===== src/rtl/bmp_write_sequencer.sv =====
// Frame sequencer in front of the BMP writer. It takes a valid/ready RGB pixel stream, tags
// each pixel with raster coordinates and emits a registered write strobe one cycle later.
module bmp_write_sequencer #(
    parameter int MAX_WIDTH  = 768,
    parameter int MAX_HEIGHT = 512,
    parameter int CW         = 11
) (
    input  logic          HCLK,
    input  logic          HRESETn,
    input  logic          start,
    input  logic          abort,
    input  logic [31:0]   cfg_width,
    input  logic [31:0]   cfg_height,
    input  logic          s_valid,
    output logic          s_ready,
    input  logic [7:0]    s_r,
    input  logic [7:0]    s_g,
    input  logic [7:0]    s_b,
    output logic          wr_en,
    output logic [CW-1:0] wr_row,
    output logic [CW-1:0] wr_col,
    output logic [7:0]    wr_r,
    output logic [7:0]    wr_g,
    output logic [7:0]    wr_b,
    output logic [31:0]   width_o,
    output logic [31:0]   height_o,
    output logic          busy,
    output logic          frame_done,
    output logic          cfg_err
);

    typedef enum logic [1:0] {
        IDLE = 2'd0,
        RUN  = 2'd1,
        DONE = 2'd2
    } state_t;

    state_t        state_q;
    logic [CW-1:0] row_q;
    logic [CW-1:0] col_q;
    logic [CW-1:0] row_d;
    logic [CW-1:0] col_d;
    logic          s_ready_q;
    logic          busy_q;
    logic          wr_en_q;
    logic          frame_done_q;
    logic          cfg_err_q;
    logic [CW-1:0] wr_row_q;
    logic [CW-1:0] wr_col_q;
    logic [7:0]    wr_r_q;
    logic [7:0]    wr_g_q;
    logic [7:0]    wr_b_q;
    logic [31:0]   width_q;
    logic [31:0]   height_q;

    logic          geom_ok;
    logic [CW-1:0] col_last;
    logic [CW-1:0] row_last;
    logic          at_col_end;
    logic          at_row_end;

    // Geometry is range-checked here, so truncating width-1/height-1 to CW bits is safe later.
    assign geom_ok = (cfg_width  >= 32'd1) && (cfg_width  <= 32'(MAX_WIDTH)) &&
                     (cfg_height >= 32'd1) && (cfg_height <= 32'(MAX_HEIGHT));

    assign col_last   = CW'(width_q  - 32'd1);
    assign row_last   = CW'(height_q - 32'd1);
    assign at_col_end = (col_q == col_last);
    assign at_row_end = (row_q == row_last);

    assign col_d = at_col_end ? '0 : col_q + CW'(1);
    assign row_d = at_col_end ? row_q + CW'(1) : row_q;

    always_ff @(posedge HCLK or negedge HRESETn) begin
        if (!HRESETn) begin
            state_q      <= IDLE;
            row_q        <= '0;
            col_q        <= '0;
            s_ready_q    <= 1'b0;
            busy_q       <= 1'b0;
            wr_en_q      <= 1'b0;
            frame_done_q <= 1'b0;
            cfg_err_q    <= 1'b0;
            wr_row_q     <= '0;
            wr_col_q     <= '0;
            wr_r_q       <= '0;
            wr_g_q       <= '0;
            wr_b_q       <= '0;
            width_q      <= '0;
            height_q     <= '0;
        end else begin
            wr_en_q      <= 1'b0;
            frame_done_q <= 1'b0;
            cfg_err_q    <= 1'b0;
            case (state_q)
                IDLE: begin
                    if (start) begin
                        if (geom_ok) begin
                            width_q   <= cfg_width;
                            height_q  <= cfg_height;
                            row_q     <= '0;
                            col_q     <= '0;
                            state_q   <= RUN;
                            busy_q    <= 1'b1;
                            s_ready_q <= 1'b1;
                        end else begin
                            cfg_err_q <= 1'b1;
                        end
                    end
                end
                RUN: begin
                    if (start) begin
                        cfg_err_q <= 1'b1;
                    end
                    // Abort wins over a pixel offered in the same cycle.
                    if (abort) begin
                        state_q   <= IDLE;
                        busy_q    <= 1'b0;
                        s_ready_q <= 1'b0;
                    end else if (s_valid) begin
                        wr_en_q  <= 1'b1;
                        wr_row_q <= row_q;
                        wr_col_q <= col_q;
                        wr_r_q   <= s_r;
                        wr_g_q   <= s_g;
                        wr_b_q   <= s_b;
                        col_q    <= col_d;
                        row_q    <= row_d;
                        if (at_col_end && at_row_end) begin
                            state_q      <= DONE;
                            busy_q       <= 1'b0;
                            s_ready_q    <= 1'b0;
                            frame_done_q <= 1'b1;
                        end
                    end
                end
                DONE: begin
                    if (start) begin
                        cfg_err_q <= 1'b1;
                    end
                    state_q <= IDLE;
                end
                default: begin
                    state_q   <= IDLE;
                    busy_q    <= 1'b0;
                    s_ready_q <= 1'b0;
                end
            endcase
        end
    end

    assign s_ready    = s_ready_q;
    assign busy       = busy_q;
    assign wr_en      = wr_en_q;
    assign frame_done = frame_done_q;
    assign cfg_err    = cfg_err_q;
    assign wr_row     = wr_row_q;
    assign wr_col     = wr_col_q;
    assign wr_r       = wr_r_q;
    assign wr_g       = wr_g_q;
    assign wr_b       = wr_b_q;
    assign width_o    = width_q;
    assign height_o   = height_q;

endmodule


===== config.mk =====
export PLATFORM = sky130hd
export DESIGN_NAME = bmp_write_sequencer
export DESIGN_NICKNAME = d
export VERILOG_FILES = /design/src/rtl/bmp_write_sequencer.sv
export SDC_FILE = /design/constraint.sdc
export NUM_CORES = 1
export LEC_CHECK = 0
export ABC_AREA = 1
export CAP_MARGIN = 25
export CORE_MARGIN = 8
export CORE_UTILIZATION = 47
export DETAILED_ROUTE_END_ITERATION = 6
export GPL_TIMING_DRIVEN = 0
export PLACE_DENSITY = 0.8
export SLEW_MARGIN = 20
export SYNTH_ARGS = -nofsm -noshare
export SYNTH_HDL_FRONTEND = slang
export SYNTH_SLANG_ARGS = --single-unit

===== constraint.sdc =====
create_clock -name HCLK -period 2.4 [get_ports HCLK]
set_clock_uncertainty 0.05 [all_clocks]
set_input_delay 0.48 -clock HCLK [delete_from_list [all_inputs] [get_ports HCLK]]
set_output_delay 0.48 -clock HCLK [all_outputs]
set_load 0.03 [all_outputs]

* Yosys cells after proc, flatten, opt, wreduce, memory -nomap -nowiden
Cells that the tools add are included.
** Storage, ports and cells
- Register bits after elaboration :: 138
- Bits in latches :: 0
- Bits in writable memories :: 0
- Bits in read-only memories :: 0
- Input port bits :: 93
- Output and inout bits :: 115
- Word-level logic and storage cells :: 81
- Memories :: 0
** Operators by class
- Add/sub/neg operators :: 4
- Multiply operators :: 0
- Divide/modulo/power cells :: 0
- $lt $le $gt $ge :: 4
- Equality and inequality tests :: 11
- Shifts and indexed selects :: 0
- Mux-type cells :: 33
- Bitwise logic cells :: 2
- Reduce and logical (&&, ||, !) cells :: 13
** Operators with widths (count)
- 11-bit two-way mux :: 8
- 32-bit by 1-bit >= comparator with 1-bit output, second input constant :: 2
- 32-bit by 10-bit <= comparator with 1-bit output, second input constant :: 2
- 11-bit case mux with 2 select lines :: 2
- 11-bit by 1-bit adder with 11-bit output, second input constant :: 2
- 11-bit equality test :: 2
- 11-bit by 1-bit subtractor with 11-bit output, second input constant :: 2
- 1-bit two-way mux :: 15
- 2-bit two-way mux :: 5
- 2-bit != test, second input constant :: 5
- 5-bit AND reduction :: 2
- 3-bit != test, second input constant :: 2
- 3-bit AND reduction :: 2
- 6-bit AND reduction :: 1
- 1-bit logical AND :: 4
- 2-bit case mux with 2 select lines :: 1
- 4-bit AND reduction :: 1
- 1-bit case mux with 3 select lines :: 1
- 2-bit by 1-bit equality test with 1-bit output, second input constant :: 1
- 2-bit equality test, second input constant :: 1
- 2-bit logical NOT :: 1
- 1-bit inverter :: 2
- 1-bit case mux with 2 select lines :: 1
- 2-bit nonzero test :: 1
- 2-bit OR reduction :: 1

* Depth between registers and ports, before layout
- Depth in word-level cells :: 7
- Mapped depth :: 16
- Depth with buffers taken out :: 16

* Least setup slack after synthesis
OpenSTA, ideal clock, no wires.
- Path type :: reg-to-reg
- Start :: register width_q[0] (netlist: width_o[0])
- End :: register state_q[1]
- Arrival :: 2.014 ns
- Setup slack :: 0.215 ns
- Cell stages (with the launch flop) :: 17
- Buffers on the path :: 0
- Cells stage by stage :: dfrtp_1 inv_2 ha_1 nand2_1 inv_1 nor2_1 nand2_1 nor2_1 nand2_1 nor2_1 nand3_1 nor2_1 nand3_1 nand2_1 nand2_2 nand2_1 o21ai_1
** Between the ends
- Cells in the longest elaborated chain, start to end :: 5
** RTL lines
- start: declaration :: RTL line 53 : logic [31:0] width_q;
- start signal: assignment :: RTL line 99 : width_q <= cfg_width;
- 11-bit by 1-bit subtractor with 11-bit output :: RTL line 66 : assign col_last = CW'(width_q - 32'd1);
- 11-bit equality test :: RTL line 68 : assign at_col_end = (col_q == col_last);
- 1-bit logical AND :: RTL line 129 : if (at_col_end && at_row_end) begin
- 3-bit != test (no line)
- 4-bit AND reduction (no line)
- end signal: assignment :: RTL line 76 : state_q <= IDLE;
- end signal: assignment :: RTL line 130 : state_q <= DONE;
- end signal: assignment :: RTL line 141 : state_q <= IDLE;
- end: declaration :: RTL line 38 : state_t state_q;
No other way between the ends.
A chain may end at the register's enable or synchronous reset.

* Final worst setup path
- Start :: register width_q[3] (netlist: width_o[3])
- End :: output width_o[3]
** RTL lines
- end: declaration :: RTL line 25 : output logic [31:0] width_o,
No word-level cell between the ends.

==> impl_metrics.toml <==
[synthesis]
synth_cell_type_count = 34
ys_seq_area_share_pct = 50.45
synthMuxAreaShare_pct = 0
synth_compound_area_share_pct = 4.478
synthSimpleGateAreaFrac_pct = 31.02
syn_avg_cell_area_um2 = 7.770
syn_area_um2 = 6845
synthXorXnorAreaFrac_pct = 3.710
synth_seq_cells = 138
synthAdderAreaFrac_pct = 1.462
synth_top_family_by_area = "simple AND/OR/NAND/NOR gates"
syn-num-nets = 982
syn-instance-count = 881
ys.warnings.count = 0

[critical_path]
worst_ep_arrival_time_ns = 1.70
path_class = "flop to primary output"
crit_path_cell_trace = "clkdlybuf4s50_1"
start_kind = "flop"
crit_family = "buffers and inverters"
worstReg2RegStart = "width_o[0]$_DFFE_PN0P_"
critPathMaxFanout = 8
required_ns = 1.87
crit_buf_inv = 1
cp-startpoint = "width_o[3]$_DFFE_PN0P_"
cp_slowest_cell = "clkdlybuf4s50_1"
slowest_delay_ns = 0.74
crit_path_end_kind = "primary output"

[pwr]
netSwitchingPower_mw = 3.059
power.internal_mw = 5.588
clockPowerShare_pct = 31.9
swShare_pct = 35.38
p_leak_nw = 4.995
power_density_nw_per_um2 = 876.8
seqPwrFrac_pct = 34.4
vdd_ir_drop_max_mv = 0.7071
power_frac_comb_pct = 33.8

[global_routing]
overflow = 0
grt_pass1_wl_um = 32190
grt_pass1_vias = 6375
antenna_found_initial = 1
grt_max_degree = 95
grt_usage_pct = 22.07

[cells_and_area]
diodes = 0
finish.utilization_pct = 68.63
nFillCells = 1126
area_delta_synth_final_pct = 44.07
fin_area_um2 = 9862
num-nets-final = 1214
drive_above_1_share_pct = 8.444

[placement]
placed_area_um2 = 9180
dp_hpwl_um = 15200
place_congestion = 0.8700
io_buffers = 207
dp_slack_ns = -0.1814

[clock_network]
cts_buffer_depth = 2
htreeDepth = 4
clk_pin_slew_ns = 0.06
clock-sinks = 138
cts_tree = "done"
clkLatencyLatePin_ns = 0.43
cts-root-buf = "clkbuf_16"
cts_buffers = 17

[timing]
period_needed_ns = 2.227
finalMaxSlewViolations = 0
finalWorstSetupSlack_ns = 0.1728
clock.fmax_mhz = 449.0
whs_ns = 0.4111
finalSetupViolCount = 0
tightest_slew_ns = 0.5315
hold_violations = 0
slew-limit-headroom_pct = 64.56
finalCritPeriodShare_pct = 92.80
setup_tns_ns = 0

[route]
via_per_inst = 4.970
wl_per_cell_um = 15.38
drt_iter0_drc = 361
drc_errors = 0
drt_first_pass_iters = 6
postRouteAntennaNets = 0
vias = 6506
wl_um = 20130

[floorplan]
core_area_um2 = 14370
io_pins = 208
die_w_um = 136.7
start_util_pct = 47.64
die_y_um = 136.7
dieArea_um2 = 18680
core.rowCount = 44

[outcome]
status = "finished, final reports clean"

[run]
cap_viol_max_count = 0

[min_path]
worstHoldStart = "height_o[31]$_DFFE_PN0P_"
hold_path.class = "flop to flop"
-- layout by cell type, fill, tap and decap left out, types with 7 or more instances in the layout --
master           netlist  final
buf_2                 16     16
clkbuf_1               9      7
clkbuf_16              0     17
clkdlybuf4s50_1        0    206
dfrtp_1              138    137
ha_1                   8      7
inv_1                116    116
inv_2                  7      7
nand2_1              307    306
nand2_2                6      7
nand3_1               46     46
nand3b_1               7      7
nand4_1               26     26
nor2_1                72     70
nor2_2                 8     10
nor3_1                 7      7
o21ai_0               20     19
o21ai_1               34     35
xor2_1                23     23
-- power groups by stage --
stage	clock network [mW]	logic, mW	registers, mW
floorplan	0	0.990	3.67
global placement	0	2.88	2.99
detailed placement	0	2.92	3.01
CTS	2.78	2.94	2.98
global route	2.90	3.16	3.03
finish	2.76	2.92	2.97
-- cell usage after synthesis (all sizes together) --
cell type / count / area share (%)
nand2: 314 / 18
dfrtp: 138 / 50
inv: 123 / 6.7
nor2: 82 / 5.0
o21ai: 55 / 4.1
nand3: 48 / 3.8
nand4: 27 / 2.6
xor2: 23 / 2.9
buf: 20 / 1.5
clkbuf: 11 / 0.64
nor3: 9 / 0.80
ha: 8 / 1.5
nand3b: 7 / 0.77
xnor2: 6 / 0.77
nor4: 3 / 0.27
o21bai: 2 / 0.22
or2: 2 / 0.18
a21oi: 1 / 0.073
nor3b: 1 / 0.11
o31ai: 1 / 0.11
-- metal layers --
| layer | wire (µm) | global-route usage [%] | vias up |
|---|---|---|---|
| li1 | - | - | 3185 |
| met1 | 7914 | 25.55 | 3039 |
| met2 | 9365 | 34.84 | 259 |
| met3 | 2600 | 11.38 | 21 |
| met4 | 238 | 6.894 | 2 |
| met5 | 13 | 0 | - |
-- final cells by class --
class                   instances  area [µm²]  area share (%)
well taps                     184       230.2           2.334
clock buffers                  19       442.9           4.491
multi-input cells             589        2804           28.43
clock inverters                12       172.7           1.751
plain buffers                  31       151.4           1.535
repair buffers                213        2145           21.75
inverters                     123       461.7           4.682
flip-flops and latches        138        3455           35.03
-- kinds of logic (layout without fill, tap and decap cells) --
logic type / count (synthesis) / count (layout)
and+or+nand+nor: 493 / 493
buffers and inverters: 154 / 398
xor gates and xnor gates: 29 / 29
adders and majority gates: 8 / 8
DFF: 138 / 138
AOI/OAI and AO/OA: 59 / 59
-- per-stage QoR --
| step | std cells | total power, mW |
|---|---|---|
| 2_1_floorplan | 881 | 4.655 |
| 3_3_place_gp | 1272 | 5.868 |
| 3_5_place_dp | 1273 | 5.935 |
| 4_1_cts | 1305 | 8.696 |
| 5_1_grt | 1309 | 9.092 |
| 6_report | 1309 | 8.647 |
-- registers in the layout (all words and copies together), names as in the netlist --
register / flops
height_o: 32
width_o: 32
col_q: 11
row_q: 11
wr_col: 11
wr_row: 11
wr_b: 8
wr_g: 8
wr_r: 8
state_q: 2
busy: 1
cfg_err: 1
frame_done: 1
wr_en: 1
-- worst paths after layout --
check	end	slack, ns	cells after the start
max in group asynchronous	width_o[23]$_DFFE_PN0P_	1.02	3
min in group asynchronous	wr_r[4]$_DFFE_PN0P_	0.48	2
worst max-delay path	width_o[3]	0.17	1
worst min-delay path	height_o[31]$_DFFE_PN0P_	0.41	2
worst max register to register	col_q[9]$_DFFE_PN0P_	0.20	14
worst min register to register	height_o[31]$_DFFE_PN0P_	0.41	2
-- what timing repair did --
item,CTS,global route
hold buffers,1,0
setup endpoints to repair,0,66
endpoints found under the hold margin,44,0
buffers inserted,0,4
resized for setup,0,14
No activity file was read; power rests on OpenSTA's default activity.
